**src/rtl/req_encoder_32x5.sv**
```systemverilog
// Sequential 32-to-5 request encoder: captures a masked request vector, then hands out the index
// of each set bit per handshake and pulses o_done once the vector is exhausted.
module req_encoder_32x5 #(
  parameter bit          MSB_FIRST = 1'b0,
  parameter logic [31:0] MASK      = 32'hFFFF_FFFF
) (
  input  logic        i_clk,
  input  logic        i_rst_n,
  input  logic        i_load,
  input  logic [31:0] i_d,
  input  logic        i_ready,
  output logic        o_valid,
  output logic [4:0]  o_idx,
  output logic        o_busy,
  output logic        o_done,
  output logic [5:0]  o_count
);

  typedef enum logic [1:0] {
    StIdle = 2'd0,
    StScan = 2'd1,
    StFin  = 2'd2
  } state_e;

  state_e      r_state, w_state_d;
  logic [31:0] r_pend, w_pend_d;
  logic [31:0] w_masked;
  logic [4:0]  w_sel;
  logic [5:0]  w_pop;

  assign w_masked = i_d & MASK;

  // Priority select: the last match in loop order wins.
  always_comb begin
    w_sel = '0;
    if (MSB_FIRST) begin
      for (int i = 0; i < 32; i++) begin
        if (r_pend[i]) w_sel = 5'(i);
      end
    end else begin
      for (int i = 31; i >= 0; i--) begin
        if (r_pend[i]) w_sel = 5'(i);
      end
    end
  end

  always_comb begin
    w_pop = '0;
    for (int i = 0; i < 32; i++) begin
      w_pop = w_pop + {5'd0, r_pend[i]};
    end
  end

  always_comb begin
    w_state_d = r_state;
    w_pend_d  = r_pend;
    unique case (r_state)
      StIdle: begin
        if (i_load) begin
          w_pend_d  = w_masked;
          w_state_d = (w_masked != '0) ? StScan : StFin;
        end
      end
      StScan: begin
        if (i_ready) begin
          w_pend_d[w_sel] = 1'b0;
          if (w_pend_d == '0) w_state_d = StFin;
        end
      end
      StFin:   w_state_d = StIdle;
      default: w_state_d = StIdle;
    endcase
  end

  // State advances on the falling edge to match the surrounding registers.
  always_ff @(negedge i_clk or negedge i_rst_n) begin
    if (!i_rst_n) begin
      r_state <= StIdle;
      r_pend  <= '0;
    end else begin
      r_state <= w_state_d;
      r_pend  <= w_pend_d;
    end
  end

  assign o_valid = (r_state == StScan);
  assign o_idx   = o_valid ? w_sel : 5'd0;
  assign o_busy  = (r_state != StIdle);
  assign o_done  = (r_state == StFin);
  assign o_count = o_valid ? w_pop : 6'd0;

endmodule

```
**config.mk**
```make
export PLATFORM = sky130hd
export DESIGN_NAME = req_encoder_32x5
export DESIGN_NICKNAME = d
export VERILOG_FILES = /design/src/rtl/req_encoder_32x5.sv
export SDC_FILE = /design/constraint.sdc
export NUM_CORES = 1
export LEC_CHECK = 0
export ABC_AREA = 1
export CAP_MARGIN = 10
export CELL_PAD_IN_SITES_DETAIL_PLACEMENT = 1
export CELL_PAD_IN_SITES_GLOBAL_PLACEMENT = 1
export CORE_ASPECT_RATIO = 0.8
export CORE_MARGIN = 3
export CORE_UTILIZATION = 43
export CTS_BUF_LIST = sky130_fd_sc_hd__clkbuf_4 sky130_fd_sc_hd__clkbuf_8 sky130_fd_sc_hd__clkbuf_16
export DETAILED_ROUTE_END_ITERATION = 10
export PLACE_DENSITY_LB_ADDON = 0.1
export SETUP_SLACK_MARGIN = 0.4
export SYNTH_ARGS = -nofsm -noshare
export SYNTH_HDL_FRONTEND = slang
export SYNTH_SLANG_ARGS = --single-unit
```
**constraint.sdc**
```tcl
create_clock -name i_clk -period 7.9 [get_ports i_clk]
set_input_delay 0.79 -clock i_clk [delete_from_list [all_inputs] [get_ports i_clk]]
set_output_delay 0.79 -clock i_clk [all_outputs]
set_load 0.02 [all_outputs]
```
==> results of run 1 <==
[logic make-up after synthesis]
family / Yosys count / share of synthesized area
AOI/OAI and AO/OA: 115 / 0.195
buffers and inverters: 82 / 0.0919
DFF: 34 / 0.252
adders and majority gates: 31 / 0.168
xor gates and xnor gates: 1 / 0.00259
and+or+nand+nor: 208 / 0.291
[sequential cells by signal (all words and copies together) (netlist names)]
register	count
r_pend	32
r_state	2
[tightest hold or removal path, cell delays in order, from the launching register on]
cell     delay (ps)
dfrtn_1         410
buf_4           110
a21oi_1          60
o22ai_1         100
[placed cells by master (no fill, tap or decap), types with 3 or more instances in the layout]
| cell | n |
|---|---|
| buf_4 | 66 |
| nand3_2 | 5 |
| nand3_1 | 26 |
| inv_1 | 55 |
| buf_6 | 9 |
| fa_1 | 20 |
| a21oi_2 | 4 |
| nor4_1 | 8 |
| nor2_4 | 3 |
| clkbuf_8 | 6 |
| ha_1 | 4 |
| o211ai_1 | 4 |
| o22ai_1 | 28 |
| nand2_1 | 84 |
| o21ai_1 | 3 |
| o21ai_0 | 35 |
| a21oi_1 | 32 |
| inv_2 | 11 |
| nor3_1 | 3 |
| dfrtn_1 | 34 |
| clkdlybuf4s50_1 | 40 |
| nor2_1 | 48 |
| nand4_1 | 20 |
| nand2_8 | 3 |
| fa_2 | 4 |
| nand2_2 | 3 |
[worst max-delay path by stage]
stage          depth (start not counted)  startpoint         end
4_1_cts                               17  r_pend[17]  o_count[4]
6_report                              17  r_pend[27]  o_count[4]
2_1_floorplan                         16  r_pend[17]  o_count[4]
3_3_place_gp                          17  r_pend[17]  o_count[4]
5_1_grt                               17  r_pend[17]  o_count[4]
3_5_place_dp                          17  r_pend[27]  o_count[3]
[stage by stage]
stage / cells / utilization / TNS, ps / setup slack [ps] / cell area, sq um
2_1_floorplan: 471 / - / -6850 / -1330 / 3420
3_3_place_gp: 663 / 0.585 / -10510 / -1940 / 4380
3_5_place_dp: 663 / 0.585 / -11280 / -2120 / 4380
4_1_cts: 676 / 0.609 / -10050 / -1930 / 4570
5_1_grt: 684 / 0.623 / -11250 / -2140 / 4670
6_report: 684 / 0.623 / -10600 / -2010 / 4670
[cell type report]
| type | count | area [sq um] |
|---|---|---|
| fill | 994 | 2830 |
| sequential | 34 | 851 |
| clock buffer | 6 | 82.6 |
| tap | 105 | 131 |
| multi-input combinational | 355 | 2340 |
| inverter | 67 | 251 |
| timing repair buffer | 117 | 1010 |
[what timing repair did]
action,CTS,global route
setup buffers,7,8
setup endpoints to repair,8,11
hold buffers,0,0
pin swaps,9,6
gates resized for setup,54,20
[layer usage]
metal,GRT usage,up-vias,routed length (um)
li1,-,1810,-
met1,0.459,2011,6200
met2,0.559,231,7230
met3,0.0920,71,1500
met4,0.145,4,776
met5,0.0330,-,49
==> flow_summary_export.csv, run 1 <==
group,metric,value,unit
grt,overflow,0,
route,wl_per_cell,23.0,um
synth,ys_ff_latch,34,
setup_path,path_buf_inv,5,
flow_run,cap_viol_max_count,0,
synth,synth_fp_nets,538,
cts,root_buffer,"clkbuf_8",
setup_path,max_stage_delay,570,ps
min_path,min_path_cells,3,
cells_and_area,drive_above_1_share,0.225,
setup_path,crit_type,"reg -> out",
synth,syn_inst,471,
route,antenna_left,0,
placed_design,port_buffers,49,
synth,yosysWarnings,0,
cells_and_area,antennaDiodeCount,0,
setup_path,worstPathCellList,"inv_2 > fa_1 > fa_1 > inv_1 > fa_1 > inv_1 > fa_1 > fa_1 > fa_1 > inv_2 > ha_4 > fa_2 > a21oi_2 > o21ba_4 > xor2_2 > nor2_2 > buf_6",
grt,grt_pass1_vias,4332,
setup_path,cp_max_fo,2,
placed_design,dpl.hpwl,11400,um
setup_path,cpMaxStageDelayCell,"fa_1",
synth,yosysSeqAreaShare,0.252,
setup_path,r2r_start,"r_pend[28]",
synth,synth_area_leaders,"dfrtn_1, fa_1, nand2_1",
cts,htree_levels,2,
route,drt_wl_total,15700,um
setup_path,reg2reg_slack,4230,ps
grt,antenna_found_initial,1,
route,via_count,4127,
setup_path,rr_worst_depth,22,
timing,tightestPinTransition,899,ps
min_path,min-delay-start,"r_pend[24]",
floorplanning,die-area,8960,sq um
timing,finalSetupViolCount,6,
setup_path,crit_family,"adder cells",
synth,synth_most_common_cell,"nand2_1",
cts,path_clk_slew,50,ps
timing,hold_ws,608,ps
synth,synth_common_cells,"nand2_1, inv_1, nor2_1",
setup_path,end_kind,"output port",
synth,synth_edf_count,0,
outcome,status,"finished with violations",
timing,rsz0062_at_grt,"yes",
floorplanning,coreArea,7500,sq um
cts,clock_latency,300,ps
setup_path,r2r_end,"r_state[0]",
timing,relSlewSlack,0.395,
floorplanning,core.rowCount,28,
grt,grt_pass1_wl,24100,um
floorplanning,num_io_pins,50,
floorplanning,dieWidth,105,um
timing,fin_skew,5.75,ps
outcome,violations,"setup timing",
timing,maxSlewViolCount,0,
timing,worst_slack,-2010,ps
route,vias_per_cell,6.03,
synth,ys_types,32,
grt,grt_usage,0.353,
cts,cts_made_buffers,5,
synth,ys.flop_type,"dfrtn_1",
synth,synth.top_cell.area_share,0.252,
min_path,hp-class,"reg -> reg",
timing,hold_viol_final,0,
setup_path,crit_top_cell,"fa_1",
cts,cts_max_path_buffers,2,
floorplanning,start_util,0.450,
cts,cts_tree,"built",
grt,grt_max_degree,50,
synth,synthArstFlopShare,1.00,
route,drc,0,
floorplanning,die_h,85.3,um
min_path,min_to,"r_pend[24]",
synth,yosysTopAreaCell,"dfrtn_1",
cells_and_area,final_net_count,647,
synth,syn-mean-instance-area,7.17,sq um
cells_and_area,syn_to_final_growth,38.4,%
synth,syn_area,3380,sq um
route,dr.first_iter.drc_count,341,
setup_path,cp_data_required_time,7110,ps
setup_path,start_kind,"flip-flop",
cts,clock_sinks,34,
route,drt_pass1_iterations,6,
setup_path,cp.arrival,9120,ps
placed_design,gp_congestion,0.959,
Power of run 1 is not shown: default switching activity piles up to over one toggle a cycle in this logic, so the estimate is an artifact.
==> run 2: changes to the inputs <==
--- a/config.mk
+++ b/config.mk
@@ -9,10 +9,10 @@
 export CAP_MARGIN = 10
 export CELL_PAD_IN_SITES_DETAIL_PLACEMENT = 1
 export CELL_PAD_IN_SITES_GLOBAL_PLACEMENT = 1
-export CORE_ASPECT_RATIO = 0.8
+export CORE_ASPECT_RATIO = 1.4
 export CORE_MARGIN = 3
-export CORE_UTILIZATION = 43
-export CTS_BUF_LIST = sky130_fd_sc_hd__clkbuf_4 sky130_fd_sc_hd__clkbuf_8 sky130_fd_sc_hd__clkbuf_16
+export CORE_UTILIZATION = 44
+export CTS_BUF_LIST = sky130_fd_sc_hd__clkbuf_2 sky130_fd_sc_hd__clkbuf_4 sky130_fd_sc_hd__clkbuf_8
 export DETAILED_ROUTE_END_ITERATION = 10
 export PLACE_DENSITY_LB_ADDON = 0.1
 export SETUP_SLACK_MARGIN = 0.4
==> run 2 against run 1 <==
Against the previous run:
- the flow still finishes with violations (setup timing)
- clock skew grew 4.5 ps
- clock-buffer cell count shrank 1
- design area shrank 0.16%
- flip-flop and latch count is the same
- non-clock buffer count shrank 1
- die area shrank 2.0%
- global-route usage shrank 0.47 points
- register-to-register slack gained 70 ps
- setup slack lost 37 ps
- first-iteration DRC count shrank 8.8%
- critical path type unchanged
==> flow_summary_export.csv, run 2 (synthesis gave the netlist of run 1 again) <==
group,metric,value,unit
placed_design,pre_cts_slack,-1960,ps
min_path,hp-class,"reg -> reg",
cells_and_area,antennaDiodeCount,0,
cts,htree_levels,2,
cts,clock_sinks,34,
cells_and_area,reg.largest.list,"r_pend (32), r_state (2)",
outcome,status,"finished with violations",
floorplanning,num_io_pins,50,
cts,cts_tree,"built",
setup_path,cp_max_fo,2,
floorplanning,core.rowCount,37,
timing,fin_skew,10.3,ps
cells_and_area,final_util,0.630,
route,vias_per_cell,6.10,
setup_path,max_stage_delay,580,ps
placed_design,dpl.hpwl,11000,um
timing,relSlewSlack,0.293,
setup_path,start_kind,"flip-flop",
floorplanning,die_h,110,um
cts,cts_max_path_buffers,2,
flow_run,cap_viol_max_count,0,
placed_design,gp_congestion,0.908,
timing,tightestPinTransition,1050,ps
timing,fin_tns_setup,-10950,ps
grt,grt_max_degree,35,
route,drt_wl_total,15300,um
timing,maxSlewViolCount,0,
setup_path,crit_top_cell,"fa_1",
floorplanning,start_util,0.456,
cts,cts_hold_buffers,0,
route,via_count,4132,
cts,root_buffer,"clkbuf_8",
setup_path,crit_type,"reg -> out",
outcome,violations,"setup timing",
cells_and_area,final_cells,677,
timing,hold_viol_final,0,
cts,cts_made_buffers,5,
cells_and_area,final_net_count,646,
timing,worst_slack,-2040,ps
route,wl_per_cell,22.6,um
route,dr.first_iter.drc_count,311,
cells_and_area,layout_common_cells,"nand2_1, buf_4, inv_1",
setup_path,worstPathCellList,"inv_1 > fa_1 > fa_2 > fa_2 > fa_1 > fa_1 > fa_1 > inv_2 > ha_4 > fa_2 > a21oi_2 > o21ba_4 > xor2_2 > nor2_2 > buf_6",
route,drt_pass1_iterations,5,
cells_and_area,multi_input_comb_area,2330,sq um
cells_and_area,num-fill-cells,959,
route,drc,0,
timing,finalSetupViolCount,6,
cells_and_area,largest_reg_flops,32,
floorplanning,coreArea,7410,sq um
grt,antenna_found_initial,0,
setup_path,cp.arrival,9150,ps
floorplanning,dieWidth,80.0,um
placed_design,dp_cells,659,
route,antenna_left,0,
setup_path,cp_data_required_time,7110,ps
placed_design,port_buffers,49,
cells_and_area,layout.area.seq,851,sq um
grt,grt_usage,0.348,
cells_and_area,syn_to_final_growth,38.2,%
grt,overflow,0,
grt,grt_pass1_vias,4350,
cells_and_area,drive_above_1_share,0.222,
timing,rsz0062_at_grt,"yes",
grt,grt_pass1_wl,22600,um
setup_path,end_kind,"output port",
cells_and_area,mostFrequentLayoutCell,"nand2_1",
cells_and_area,top_register,"r_pend",
setup_path,cpMaxStageDelayCell,"fa_2",
setup_path,crit_family,"adder cells",
setup_path,path_buf_inv,3,
floorplanning,die-area,8770,sq um
cts,clock_latency,310,ps
cts,path_clk_slew,60,ps
run 2: metal layers:
layer | track usage | share of wire | wire, um
met3 | 0.0451 | 0.045 | 684
met4 | 0.228 | 0.074 | 1130
met2 | 0.614 | 0.51 | 7860
met1 | 0.388 | 0.37 | 5590
met5 | 0 | 0 | 0
run 2: repair_timing:
action / CTS / global route
setup buffers: 4 / 6
endpoints found under the setup margin: 8 / 10
pin swaps: 6 / 10
resized for setup: 50 / 19
run 2: tightest hold or removal path: cells and delay by family (launching register included):
kind / cells / cell delay (ps)
compound gates: 2 / 190
flops: 1 / 470
run 2: layout make-up:
cell class	instances	area share
multi-input combinational	355	0.499
sequential	34	0.182
inverter	67	0.0539
clock inverter	3	0.00966
tap	97	0.0260
timing repair buffer	116	0.214
clock buffer	5	0.0148
run 2: through the flow:
stage / hold slack [ps] / instance area [sq um]
floorplan: 495 / 3420
global placement: 561 / 4400
detailed placement: 565 / 4400
CTS: 569 / 4570
global route: 623 / 4660
finish: 589 / 4660
run 2: final timing paths:
path,startpoint,endpoint,slack (ps),cells after the start
max,r_pend[5],o_count[4],-2040,15
min,r_pend[6],r_pend[6],590,2
max reg2reg,r_pend[30],r_state[0],4300,35
min reg2reg,r_pend[6],r_pend[6],590,2
max in group asynchronous,i_rst_n,r_pend[18],2710,2
min in group asynchronous,i_rst_n,r_pend[31],4760,2
Power of run 2 is left out for the same reason.
